<file path="config.mk">
export PLATFORM = sky130hd
export DESIGN_NAME = video_timing
export DESIGN_NICKNAME = d
export VERILOG_FILES = /design/src/rtl/video_timing.sv
export SDC_FILE = /design/constraint.sdc
export NUM_CORES = 1
export LEC_CHECK = 0
export ABC_AREA = 1
export ABC_CLOCK_PERIOD_IN_PS = 1900
export CORE_ASPECT_RATIO = 1.5
export CORE_UTILIZATION = 51
export CTS_CLUSTER_SIZE = 40
export DETAILED_ROUTE_END_ITERATION = 12
export PLACE_DENSITY = 0.78
export SLEW_MARGIN = 20
export SYNTH_ARGS = -nofsm -noshare
export SYNTH_HDL_FRONTEND = slang
export SYNTH_SLANG_ARGS = --single-unit
</file>
<file path="constraint.sdc">
create_clock -name clk -period 1.9 [get_ports clk]
set_input_delay 0.19 -clock clk [delete_from_list [all_inputs] [get_ports clk]]
set_output_delay 0.19 -clock clk [all_outputs]
set_load 0.05 [all_outputs]
</file>
<file path="src/rtl/video_timing.sv">
`timescale 1ns/1ps
`default_nettype none
// ============================================================================
// Module      : video_timing
// Description : Raster timing generator (blank-first lines, visible-first
//               frames). Optional macro VIDEO_SYNC_DELAY_EN delays
//               hsync/vsync/de by SYNC_DELAY cycles.
// Revision    : 1.0 - initial release
// ============================================================================
module video_timing #(
    parameter int H_VISIBLE  = 640,
    parameter int H_FRONT    = 16,
    parameter int H_SYNC     = 96,
    parameter int H_BACK     = 48,
    parameter int V_VISIBLE  = 480,
    parameter int V_FRONT    = 10,
    parameter int V_SYNC     = 2,
    parameter int V_BACK     = 33,
    parameter bit H_SYNC_POL = 1'b0,
    parameter bit V_SYNC_POL = 1'b0,
    parameter int H_W        = 10,
    parameter int V_W        = 10,
    parameter int SYNC_DELAY = 2
) (
    input  logic           clk,
    input  logic           reset,
    output logic [H_W-1:0] h_count_o,
    output logic [V_W-1:0] v_count_o,
    output logic           v_visible_o,
    output logic           end_of_line_o,
    output logic           end_of_frame_o,
    output logic           hsync_o,
    output logic           vsync_o,
    output logic           de_o
);

    localparam int OFF_W   = H_FRONT + H_SYNC + H_BACK;
    localparam int TOTAL_W = OFF_W + H_VISIBLE;
    localparam int TOTAL_H = V_VISIBLE + V_FRONT + V_SYNC + V_BACK;

    localparam logic [H_W-1:0] H_LAST = H_W'(TOTAL_W - 1);
    localparam logic [V_W-1:0] V_LAST = V_W'(TOTAL_H - 1);

    // Window bounds carry one extra bit so an end bound equal to 2**W still fits.
    localparam logic [H_W:0] HS_START = (H_W+1)'(H_FRONT);
    localparam logic [H_W:0] HS_END   = (H_W+1)'(H_FRONT + H_SYNC);
    localparam logic [H_W:0] DE_START = (H_W+1)'(OFF_W);
    localparam logic [V_W:0] VIS_END  = (V_W+1)'(V_VISIBLE);
    localparam logic [V_W:0] VS_START = (V_W+1)'(V_VISIBLE + V_FRONT);
    localparam logic [V_W:0] VS_END   = (V_W+1)'(V_VISIBLE + V_FRONT + V_SYNC);

    if (longint'(TOTAL_W) > (longint'(1) << H_W)) begin : g_h_width_err
        $error("video_timing: TOTAL_W does not fit in H_W bits");
    end
    if (longint'(TOTAL_H) > (longint'(1) << V_W)) begin : g_v_width_err
        $error("video_timing: TOTAL_H does not fit in V_W bits");
    end
    if (SYNC_DELAY < 1 || SYNC_DELAY > 7) begin : g_delay_range_err
        $error("video_timing: SYNC_DELAY must be 1..7");
    end

    logic [H_W-1:0] h_count_q, h_count_d;
    logic [V_W-1:0] v_count_q, v_count_d;
    logic [H_W:0]   h_ext_d;
    logic [V_W:0]   v_ext_d;
    logic           v_visible_q, v_visible_d;
    logic           eol_q, eol_d;
    logic           eof_q, eof_d;
    logic           hsync_q, hsync_d;
    logic           vsync_q, vsync_d;
    logic           de_q, de_d;

    // Flags are derived from the next counter values so they register
    // alongside the counters and always describe the same cycle.
    always_comb begin
        h_count_d = h_count_q + H_W'(1);
        v_count_d = v_count_q;
        if (h_count_q == H_LAST) begin
            h_count_d = '0;
            v_count_d = (v_count_q == V_LAST) ? '0 : v_count_q + V_W'(1);
        end
        h_ext_d     = {1'b0, h_count_d};
        v_ext_d     = {1'b0, v_count_d};
        v_visible_d = (v_ext_d < VIS_END);
        eol_d       = (h_count_d == H_LAST);
        eof_d       = eol_d && (v_count_d == V_LAST);
        hsync_d     = ((h_ext_d >= HS_START) && (h_ext_d < HS_END)) ? H_SYNC_POL : !H_SYNC_POL;
        vsync_d     = ((v_ext_d >= VS_START) && (v_ext_d < VS_END)) ? V_SYNC_POL : !V_SYNC_POL;
        de_d        = v_visible_d && (h_ext_d >= DE_START);
    end

    always_ff @(posedge clk) begin
        if (reset) begin
            h_count_q   <= '0;
            v_count_q   <= '0;
            v_visible_q <= 1'b1;
            eol_q       <= 1'b0;
            eof_q       <= 1'b0;
            hsync_q     <= !H_SYNC_POL;
            vsync_q     <= !V_SYNC_POL;
            de_q        <= 1'b0;
        end else begin
            h_count_q   <= h_count_d;
            v_count_q   <= v_count_d;
            v_visible_q <= v_visible_d;
            eol_q       <= eol_d;
            eof_q       <= eof_d;
            hsync_q     <= hsync_d;
            vsync_q     <= vsync_d;
            de_q        <= de_d;
        end
    end

    assign h_count_o      = h_count_q;
    assign v_count_o      = v_count_q;
    assign v_visible_o    = v_visible_q;
    assign end_of_line_o  = eol_q;
    assign end_of_frame_o = eof_q;

`ifdef VIDEO_SYNC_DELAY_EN
    // Each stage holds {hsync, vsync, de}; strobes and counters bypass it.
    logic [2:0] sync_pipe_q [SYNC_DELAY];

    always_ff @(posedge clk) begin
        if (reset) begin
            for (int i = 0; i < SYNC_DELAY; i++) begin
                sync_pipe_q[i] <= {!H_SYNC_POL, !V_SYNC_POL, 1'b0};
            end
        end else begin
            sync_pipe_q[0] <= {hsync_q, vsync_q, de_q};
            for (int i = 1; i < SYNC_DELAY; i++) begin
                sync_pipe_q[i] <= sync_pipe_q[i-1];
            end
        end
    end

    assign hsync_o = sync_pipe_q[SYNC_DELAY-1][2];
    assign vsync_o = sync_pipe_q[SYNC_DELAY-1][1];
    assign de_o    = sync_pipe_q[SYNC_DELAY-1][0];
`else
    assign hsync_o = hsync_q;
    assign vsync_o = vsync_q;
    assign de_o    = de_q;
`endif

endmodule
`default_nettype wire
</file>
==> reports/qor.log <==
qor: setup_path.crit_family buffers and inverters
qor: detailed_routing.finalWirelength 3650 um
qor: cts.clock_tree.htree_level_count 1
qor: setup_path.worstSetupStartpointType flip-flop
qor: power.switching_share 0.205
qor: setup_path.worstSetupPathType flip-flop to output pin
qor: sta.timing_max_transition_violations_final 0
qor: yosys.synth_commonest_cells 63 x nand2_1, 43 x inv_1, 40 x nor2_1
qor: setup_path.critical_path_arrival 1640 ps
qor: detailed_routing.avgViaCountPerCell 4.91
qor: power.total_chip_power 1.07 mW
qor: place.count_of_buffers_inserted_at_the_top_level_ports 27
qor: setup_path.worst-path-max-fanout 8
qor: sta.hold_viol 0
qor: yosys.synthDominantAreaCellType dfxtp_1
qor: yosys.cell_area_after_technology_mapping 1510 um2
qor: detailed_routing.postRouteAntennaNets 0
qor: sta.unrepaired_setup_endpoints_after_global_routing no
qor: detailed_routing.detail_route.first_pass.iterations 5
qor: yosys.synth_fp_nets 241
qor: yosys.gate_count_of_the_mapped_netlist 235
qor: yosys.synth_top_area_frac 0.345
qor: sta.setup_viol_count_final 0
qor: global_route.grt.total_usage 0.260
qor: power.power.share.clock 0.428
qor: min_path.worst_min_delay_path_category flip-flop to flip-flop
qor: cts.worstSkewPairLatency 270 ps
qor: global_route.grt_start_max_net_pins 16
qor: global_route.grt-ovfl-total 0
qor: floorplan.fp.dieArea 3180 um2
qor: cells_and_area.antenna_cells 0
qor: yosys.yosys.cell_count.top_type nand2_1
qor: status.status completed
qor: floorplan.floorplan.die.width 46.4 um
qor: setup_path.crit-reg2reg-launch v_count_o[0]$_SDFF_PP0_
qor: sta.timing.clock.skew 8.91 ps
qor: floorplan.num_rows 23
qor: yosys.yosys_warnings 0
qor: setup_path.critical_path.slowest_cell clkdlybuf4s50_1
qor: floorplan.boundaryPins 28
qor: setup_path.critPathCaptureType output pin
qor: yosys.synthTopCellsByArea dfxtp_1 34%, nand2_1 16%, inv_1 11%, nor2_1 10%, nand3_1 5.0%
qor: detailed_routing.post_drt_wl_per_cell 12.0 um
qor: detailed_routing.via_count 1494
qor: cts.cts_tree yes
qor: job.max_cap_viol_count 0
qor: min_path.holdCritStartpoint h_count_o[0]$_SDFF_PP0_
qor: power.cellInternalPower 0.852 mW
qor: sta.finalCriticalPeriod 1830 ps
qor: cts.clk_root_buffer_cell clkbuf_8
qor: power.power.density 555 nW/um2
qor: power.power_leakage 0.909 nW
qor: power.comb_power_share 0.052
qor: yosys.ys_async_sr_fraction 0
qor: cts.clock_tree.buffer_depth 2
qor: yosys.ys_seq_area_frac 0.345
qor: global_route.grt_pass1_vias 1404
qor: power.irDropWorstVdd 0.290 mV
qor: setup_path.path_cells clkdlybuf4s50_1
qor: setup_path.worst-path-buf-inv 1
qor: sta.layout_worst_path_cycle_share 0.963
qor: setup_path.critical_path.max_stage_delay 860 ps
qor: cts.clk_pin_slew_worst_paths 100 ps
qor: cts.cts_made_buffers 3
qor: sta.tightest_slew 508 ps
qor: cts.postCtsHoldBufs 0
qor: power.p_switching 0.220 mW
qor: yosys.synth_edf_count 0
qor: place.place_congestion 0.851
qor: detailed_routing.detailedRoute.firstIterationViolations 40
qor: setup_path.critical_path_required 1710 ps
qor: yosys.synth.lib_cells_used.distinct 25
qor: detailed_routing.drcViolationCount 0
qor: sta.max_freq 547 MHz
qor: yosys.syn-mean-instance-area 6.42 um2
qor: floorplan.initial_core_util 0.552
qor: power.seqPwrFrac 0.520
qor: floorplan.die_height 68.6 um
qor: yosys.top_reg_cell_synth dfxtp_1
qor: cells_and_area.fill_cells 243
qor: yosys.synth-seq-cells 26
qor: cells_and_area.proportion_of_layout_cells_with_a_drive_suffix_above_1 0.105
qor: cells_and_area.final_layout_net_count 274
qor: cts.clock_sinks 26
qor: setup_path.timing.critical_path.from v_count_o[5]$_SDFF_PP0_
qor: sta.tns 0 ps
qor: floorplan.coreArea 2730 um2
qor: place.dpl.hpwl 2780 um
qor: global_route.initial_antenna_violation_count 0
qor: cells_and_area.synthToLayoutAreaGrowth 27.9%
qor: global_route.grt_first_pass_wirelength 6000 um
qor: sta.slew_headroom 0.660
==> per-layer routing <==
layer  vias up  global-route usage  part of all wire
met1       681               0.274              0.40
li1        782                   -                 -
met3         4              0.0234             0.022
met5         -                   0                 0
met2        27               0.503              0.57
met4         0              0.0956            0.0085
==> layout make-up <==
cell class,count,area (um2),area share
Multi-Input combinational cell,163,827,0.428
Sequential cell,26,528,0.273
Timing Repair Buffer,30,293,0.152
Inverter,44,165,0.0855
Tap cell,37,46.3,0.0240
Clock buffer,3,41.3,0.0214
Clock inverter,1,30.0,0.0156
==> cell usage in the layout (no fill, tap or decap) <==
cell type | netlist | layout
nor3_1 | 7 | 7
nand3_4 | 1 | 1
clkdlybuf4s50_1 | 0 | 27
o21bai_1 | 2 | 2
dfxtp_1 | 26 | 22
o21ai_0 | 5 | 5
ha_1 | 4 | 3
inv_1 | 43 | 43
xor2_1 | 3 | 3
nor2_1 | 40 | 38
nand3_1 | 15 | 15
nand3_2 | 2 | 2
clkbuf_8 | 0 | 3
xnor2_1 | 1 | 1
nand4_1 | 5 | 5
nand4_4 | 1 | 1
nor2_2 | 2 | 4
bufinv_16 | 0 | 1
ha_2 | 0 | 1
dfxtp_2 | 0 | 3
a21oi_1 | 1 | 1
nand2_1 | 63 | 63
dfxtp_4 | 0 | 1
clkinv_1 | 1 | 1
o21ai_2 | 0 | 1
buf_4 | 0 | 3
and2_1 | 1 | 1
nor2_4 | 4 | 4
nand2_2 | 3 | 3
o21ai_1 | 2 | 1
or2_1 | 1 | 1
==> stage by stage <==
step | setup WS [ps] | util | area, um2 | hold slack, ps | cells
2_1_floorplan | 97.8 | - | 1510 | 498 | 235
3_3_place_gp | 172 | 0.672 | 1840 | 465 | 299
3_5_place_dp | 142 | 0.672 | 1840 | 475 | 299
4_1_cts | 85.1 | 0.698 | 1910 | 490 | 303
5_1_grt | 23.7 | 0.706 | 1930 | 493 | 304
6_report | 70.3 | 0.706 | 1930 | 469 | 304
==> worst paths after layout <==
kind	endpoint	slack, ps	cells after the start
max	v_count_o[5]	70	1
min	h_count_o[0]$_SDFF_PP0_	470	1
max reg2reg	v_visible_o$_SDFF_PP1_	180	12
min reg2reg	h_count_o[0]$_SDFF_PP0_	470	1
==> power by group through the flow <==
stage                     clock network, mW  registers [mW]  logic [mW]
final                                 0.458           0.558      0.0557
after global placement                    0           0.571      0.0555
after detailed placement                  0           0.571      0.0559
after global routing                  0.484           0.560      0.0607
after CTS                             0.460           0.558      0.0559
after floorplan                           0           0.589      0.0180
==> flip-flops by register name (all words and copies together) (netlist names) <==
name and flops:
h_count_o 10, end_of_line_o 1, end_of_frame_o 1, vsync_o 1, v_count_o 10, v_visible_o 1
de_o 1, hsync_o 1
==> kinds of logic after synthesis <==
kind of cell	count (synthesis)	synth area share
simple gates	145	0.448
buf+inv	46	0.114
flops	26	0.345
compound gates	10	0.0365
xor+xnor	4	0.0232
fa+ha+maj	4	0.0332
==> repair_timing <==
item,4_1_cts,5_1_grt
resized for setup,0,5
hold endpoints to repair,0,0
setup buffers,0,1
setup endpoints to repair,0,4
(Power assumes the default switching activity.)
